File: config.mk
export PLATFORM = sky130hd
export DESIGN_NAME = alu_cmd_sequencer
export DESIGN_NICKNAME = d
export VERILOG_FILES = /design/src/rtl/alu_pkg.sv /design/src/rtl/alu_cmd_sequencer.sv
export SDC_FILE = /design/constraint.sdc
export NUM_CORES = 1
export LEC_CHECK = 0
export CORE_MARGIN = 1
export CORE_UTILIZATION = 34
export DETAILED_ROUTE_END_ITERATION = 6
export PLACE_DENSITY_LB_ADDON = 0.2
export SLEW_MARGIN = 40
export SYNTH_ARGS = -nofsm -noshare
export SYNTH_HDL_FRONTEND = slang
export SYNTH_SLANG_ARGS = --single-unit
File: constraint.sdc
create_clock -name clk -period 2.15 [get_ports clk]
set_input_delay 0.43 -clock clk [delete_from_list [all_inputs] [get_ports clk]]
set_output_delay 0.43 -clock clk [all_outputs]
set_load 0.01 [all_outputs]
File: src/rtl/alu_pkg.sv
// Shared definitions for the ALU command sequencer: datapath widths,
// opcode encodings of the clocked 8-bit ALU, and the sequencer state type.
package alu_pkg;

  localparam int ALU_WIDTH = 8;
  localparam int ALU_SEL_W = 4;

  localparam logic [ALU_SEL_W-1:0] OP_ADD  = 4'h0;
  localparam logic [ALU_SEL_W-1:0] OP_SUB  = 4'h1;
  localparam logic [ALU_SEL_W-1:0] OP_MUL  = 4'h2;
  localparam logic [ALU_SEL_W-1:0] OP_DIV  = 4'h3;
  localparam logic [ALU_SEL_W-1:0] OP_SHL  = 4'h4;
  localparam logic [ALU_SEL_W-1:0] OP_SHR  = 4'h5;
  localparam logic [ALU_SEL_W-1:0] OP_ROL  = 4'h6;
  localparam logic [ALU_SEL_W-1:0] OP_ROR  = 4'h7;
  localparam logic [ALU_SEL_W-1:0] OP_AND  = 4'h8;
  localparam logic [ALU_SEL_W-1:0] OP_OR   = 4'h9;
  localparam logic [ALU_SEL_W-1:0] OP_XOR  = 4'hA;
  localparam logic [ALU_SEL_W-1:0] OP_NOR  = 4'hB;
  localparam logic [ALU_SEL_W-1:0] OP_NAND = 4'hC;
  localparam logic [ALU_SEL_W-1:0] OP_XNOR = 4'hD;
  localparam logic [ALU_SEL_W-1:0] OP_GT   = 4'hE;
  localparam logic [ALU_SEL_W-1:0] OP_EQ   = 4'hF;

  typedef enum logic [1:0] {
    ST_IDLE = 2'd0,
    ST_WAIT = 2'd1,
    ST_RESP = 2'd2
  } seq_state_t;

endpackage

File: src/rtl/alu_cmd_sequencer.sv
// Initiator-side driver for the clocked ALU. Takes one command (single op or
// a 16-opcode sweep), drives the ALU operands, waits out the ALU latency,
// captures ALU_Out and returns each result on a response channel.
//
// Handshake rule (both channels): a transfer happens on a rising clk edge
// where valid and ready are both high; the source holds its payload stable
// while valid is high and ready is low, and never withdraws valid before the
// transfer.
module alu_cmd_sequencer
  import alu_pkg::*;
#(
  parameter int WIDTH   = ALU_WIDTH,
  parameter int SEL_W   = ALU_SEL_W,
  parameter int ALU_LAT = 1
) (
  input  logic             clk,
  input  logic             rst_n,
  input  logic             cmd_valid,
  output logic             cmd_ready,
  input  logic [WIDTH-1:0] cmd_a,
  input  logic [WIDTH-1:0] cmd_b,
  input  logic [SEL_W-1:0] cmd_sel,
  input  logic             cmd_sweep,
  output logic [WIDTH-1:0] alu_a,
  output logic [WIDTH-1:0] alu_b,
  output logic [SEL_W-1:0] alu_sel,
  input  logic [WIDTH-1:0] alu_out,
  output logic             rsp_valid,
  input  logic             rsp_ready,
  output logic [SEL_W-1:0] rsp_sel,
  output logic [WIDTH-1:0] rsp_result,
  output logic             rsp_last,
  output logic             busy,
  output logic [1:0]       dbg_state
);

  // Counter is wide enough for the largest legal latency (15).
  localparam logic [3:0]       LAT      = 4'(ALU_LAT);
  localparam logic [SEL_W-1:0] SEL_LAST = {SEL_W{1'b1}};

  seq_state_t state;
  logic [3:0] cnt;
  logic       sweep_q;

  assign dbg_state = state;

  // Sequencer FSM with all outputs registered; reset aborts any command.
  always_ff @(posedge clk or negedge rst_n) begin
    if (!rst_n) begin
      state      <= ST_IDLE;
      cnt        <= '0;
      sweep_q    <= 1'b0;
      cmd_ready  <= 1'b0;
      busy       <= 1'b0;
      alu_a      <= '0;
      alu_b      <= '0;
      alu_sel    <= '0;
      rsp_valid  <= 1'b0;
      rsp_sel    <= '0;
      rsp_result <= '0;
      rsp_last   <= 1'b0;
    end else begin
      case (state)
        ST_IDLE: begin
          cmd_ready <= 1'b1;
          if (cmd_valid && cmd_ready) begin
            alu_a     <= cmd_a;
            alu_b     <= cmd_b;
            alu_sel   <= cmd_sweep ? '0 : cmd_sel;
            sweep_q   <= cmd_sweep;
            cnt       <= '0;
            cmd_ready <= 1'b0;
            busy      <= 1'b1;
            state     <= ST_WAIT;
          end
        end

        ST_WAIT: begin
          if (cnt == LAT) begin
            rsp_result <= alu_out;
            rsp_sel    <= alu_sel;
            rsp_valid  <= 1'b1;
            rsp_last   <= !sweep_q || (alu_sel == SEL_LAST);
            state      <= ST_RESP;
          end else begin
            cnt <= cnt + 4'd1;
          end
        end

        ST_RESP: begin
          if (rsp_ready) begin
            rsp_valid <= 1'b0;
            if (sweep_q && (alu_sel != SEL_LAST)) begin
              // Next sweep step; the all-ones step ends the sweep so no wrap.
              alu_sel <= alu_sel + 1'b1;
              cnt     <= '0;
              state   <= ST_WAIT;
            end else begin
              busy      <= 1'b0;
              cmd_ready <= 1'b1;
              state     <= ST_IDLE;
            end
          end
        end

        default: begin
          state <= ST_IDLE;
        end
      endcase
    end
  end

endmodule

==> impl_metrics.json <==
{
  "synth_area_leaders": "dfrtp_1, nand2_1, mux2_4, mux2_2, ha_1",
  "ant_nets": 0,
  "cts-buffers-inserted": 5,
  "synth_cells": 176,
  "cts.sinks": 43,
  "drive_gt1_share_pct": 13.0,
  "die_area_um2": 6040,
  "synth_fp_nets": 212,
  "vdd_drop_max_v": 0.000496,
  "n_antenna_cell": 0,
  "yosysWarnings": 0,
  "drc": 0,
  "syn_to_final_growth_pct": 47.4,
  "io_pins": 71,
  "cts_tree": "built",
  "synth_ff_type": "dfrtp_1",
  "met3_length_um": 211,
  "rsz0062_at_grt": "false",
  "port_buffers": 70,
  "maxCapViolCount": 0,
  "grt.overflow.total": 0,
  "timing.slew.headroom_pct": 63.9,
  "track_usage_pct": 16.8,
  "async_flop_share_pct": 100,
  "htreeDepth": 2,
  "post-route-util_pct": 52.2,
  "via_count": 1547,
  "antenna_found_initial": 0,
  "worstSkewPairLatency_ns": 0.29,
  "grt_max_degree": 44,
  "die_x_um": 77.7,
  "tightest_slew_ns": 0.542,
  "max_stage_delay_ns": 0.60,
  "initial_core_util_pct": 35.4,
  "worst_ep_arrival_time_ns": 1.41,
  "crit_type": "flop to output pin",
  "p_leak_uw": 0.00130,
  "yosysTopAreaCellShare_pct": 55.2,
  "min_period_ns": 1.84,
  "post_cts_buffers": 0,
  "fp.dieH_um": 77.7,
  "setup_viol": 0,
  "synth_area_um2": 1950,
  "globalplace.congestion": 0.728,
  "drt-met1-wl_mm": 2.15,
  "grt_pass1_wl_mm": 7.80,
  "fin_skew_ns": 0.00352,
  "final.fill_count": 504,
  "holdCritPathClass": "input pin to async pin",
  "yosysMostFrequentCell": "nand2_1",
  "cts_root_buf": "clkbuf_8",
  "avgSynthCellArea_um2": 11.1,
  "powerDensity_nw_per_um2": 1460,
  "hold_buffers": 0,
  "synth_cell_types": 38,
  "hold_viol_final": 0,
  "synth_edf_count": 0,
  "path_max_fanout": 11,
  "synth_common_cells": "nand2_1, dfrtp_1, mux2_4, mux2_2, o21ai_0",
  "post_cts_resized": 0,
  "tns_ns": 0,
  "drt_pre_antenna_iters": 4,
  "dr_wl_met2_mm": 2.19,
  "yosysSeqAreaShare_pct": 55.2,
  "dr.first_iter.drc_count": 80,
  "core-area_um2": 5510,
  "rows": 27,
  "power_uw": 4180,
  "final_max_slew_viol_count": 0,
  "fmax_ghz": 0.544,
  "path_cells": "clkdlybuf4s50_1",
  "first_global_vias": 1569,
  "critical_path_buf_inv_count": 1,
  "clockBufferDepth": 2,
  "holdWs_ns": 0.210,
  "cp.required_ns": 1.72,
  "top_layer": "met4",
  "end_kind": "output pin",
  "synth_top_area_cell": "dfrtp_1",
  "drt-total-wl_mm": 4.59,
  "route.detailed.wl_per_inst_um": 14.1,
  "finalNetCount": 289,
  "place_hpwl_mm": 3.15,
  "period_share_pct": 85.4,
  "critical_path.slowest_cell": "clkdlybuf4s50_1",
  "cp-start-kind": "flop",
  "vias_per_cell": 4.75,
  "path_clk_slew_ns": 0.08,
  "ys_ff_latch": 43,
  "cpLargestDelayFamily": "buffers and inverters",
  "status": "finished, final reports clean"
}
## layout by cell type (no fill, tap or decap), types with 4 or more instances in the layout
cell              n
nand2b_1          4
clkbuf_8          5
buf_4             7
mux2_4            8
nand2_1          53
inv_1             5
dfrtp_1          43
o21ai_0           7
nand3_1           4
mux2_2            7
clkdlybuf4s50_1  69
## logic make-up (layout without fill, tap and decap cells)
group,count (synthesis),in the layout,share of synthesized area (%)
AND/OR/NAND/NOR,77,77,19.4
flip-flops,43,43,55.2
AO/OA/AOI/OAI,25,25,9.56
multiplexers,15,15,10.2
buffers and inverters,12,90,3.34
adder cells (fa/ha/maj),3,3,1.92
XOR/XNOR,1,1,0.449
## registers in the layout, indices dropped and copies added (netlist names)
| register | cells |
|---|---|
| rsp_sel | 4 |
| alu_sel | 4 |
| alu_b | 8 |
| alu_a | 8 |
| rsp_valid | 1 |
| rsp_last | 1 |
| rsp_result | 8 |
| cnt | 4 |
| busy | 1 |
| dbg_state | 2 |
| cmd_ready | 1 |
| sweep_q | 1 |
## through the flow
stage | setup WS (ns) | cells | area [um^2]
final | 0.313 | 326 | 2880
after global placement | 0.269 | 318 | 2740
after detailed placement | 0.251 | 318 | 2740
after global routing | 0.237 | 326 | 2880
after CTS | 0.286 | 326 | 2880
after floorplan | 0.520 | 176 | 1950
## final cells by class
class	instances	area [um^2]	area share [%]
Tap cell	72	90.1	3.13
Clock inverter	2	60.1	2.09
Clock buffer	6	72.6	2.52
Multi-Input combinational cell	121	810	28.2
Timing Repair Buffer	77	748	26.0
Sequential cell	43	1080	37.4
Inverter	5	18.8	0.653
## final timing paths
path | depth (start not counted) | from | slack, ns | endpoint
max | 1 | dbg_state[0] | 0.31 | dbg_state[0]
min | 2 | rst_n | 0.21 | rsp_result[5]
max reg2reg | 4 | dbg_state[0] | 0.40 | rsp_last
min reg2reg | 2 | alu_b[2] | 0.48 | alu_b[2]
max in group asynchronous | 2 | rst_n | 1.57 | rsp_sel[3]
min in group clk | 2 | alu_b[2] | 0.48 | alu_b[2]
## where the power goes
| group | internal, uW | total, uW | leakage [uW] | switching, uW |
|---|---|---|---|---|
| sequential | 1190 | 1470 | 0.000527 | 280 |
| combinational | 1130 | 1980 | 0.000707 | 845 |
| clock | 464 | 737 | 0.0000654 | 273 |
| total | 2790 | 4180 | 0.00130 | 1400 |
## per-layer routing
layer / GRT usage (%) / vias to the layer above
met1: 22.5 / 741
met4: 4.72 / 0
li1: - / 760
met5: 0 / -
met2: 26.9 / 40
met3: 4.12 / 6
(Power assumes the default switching activity.)
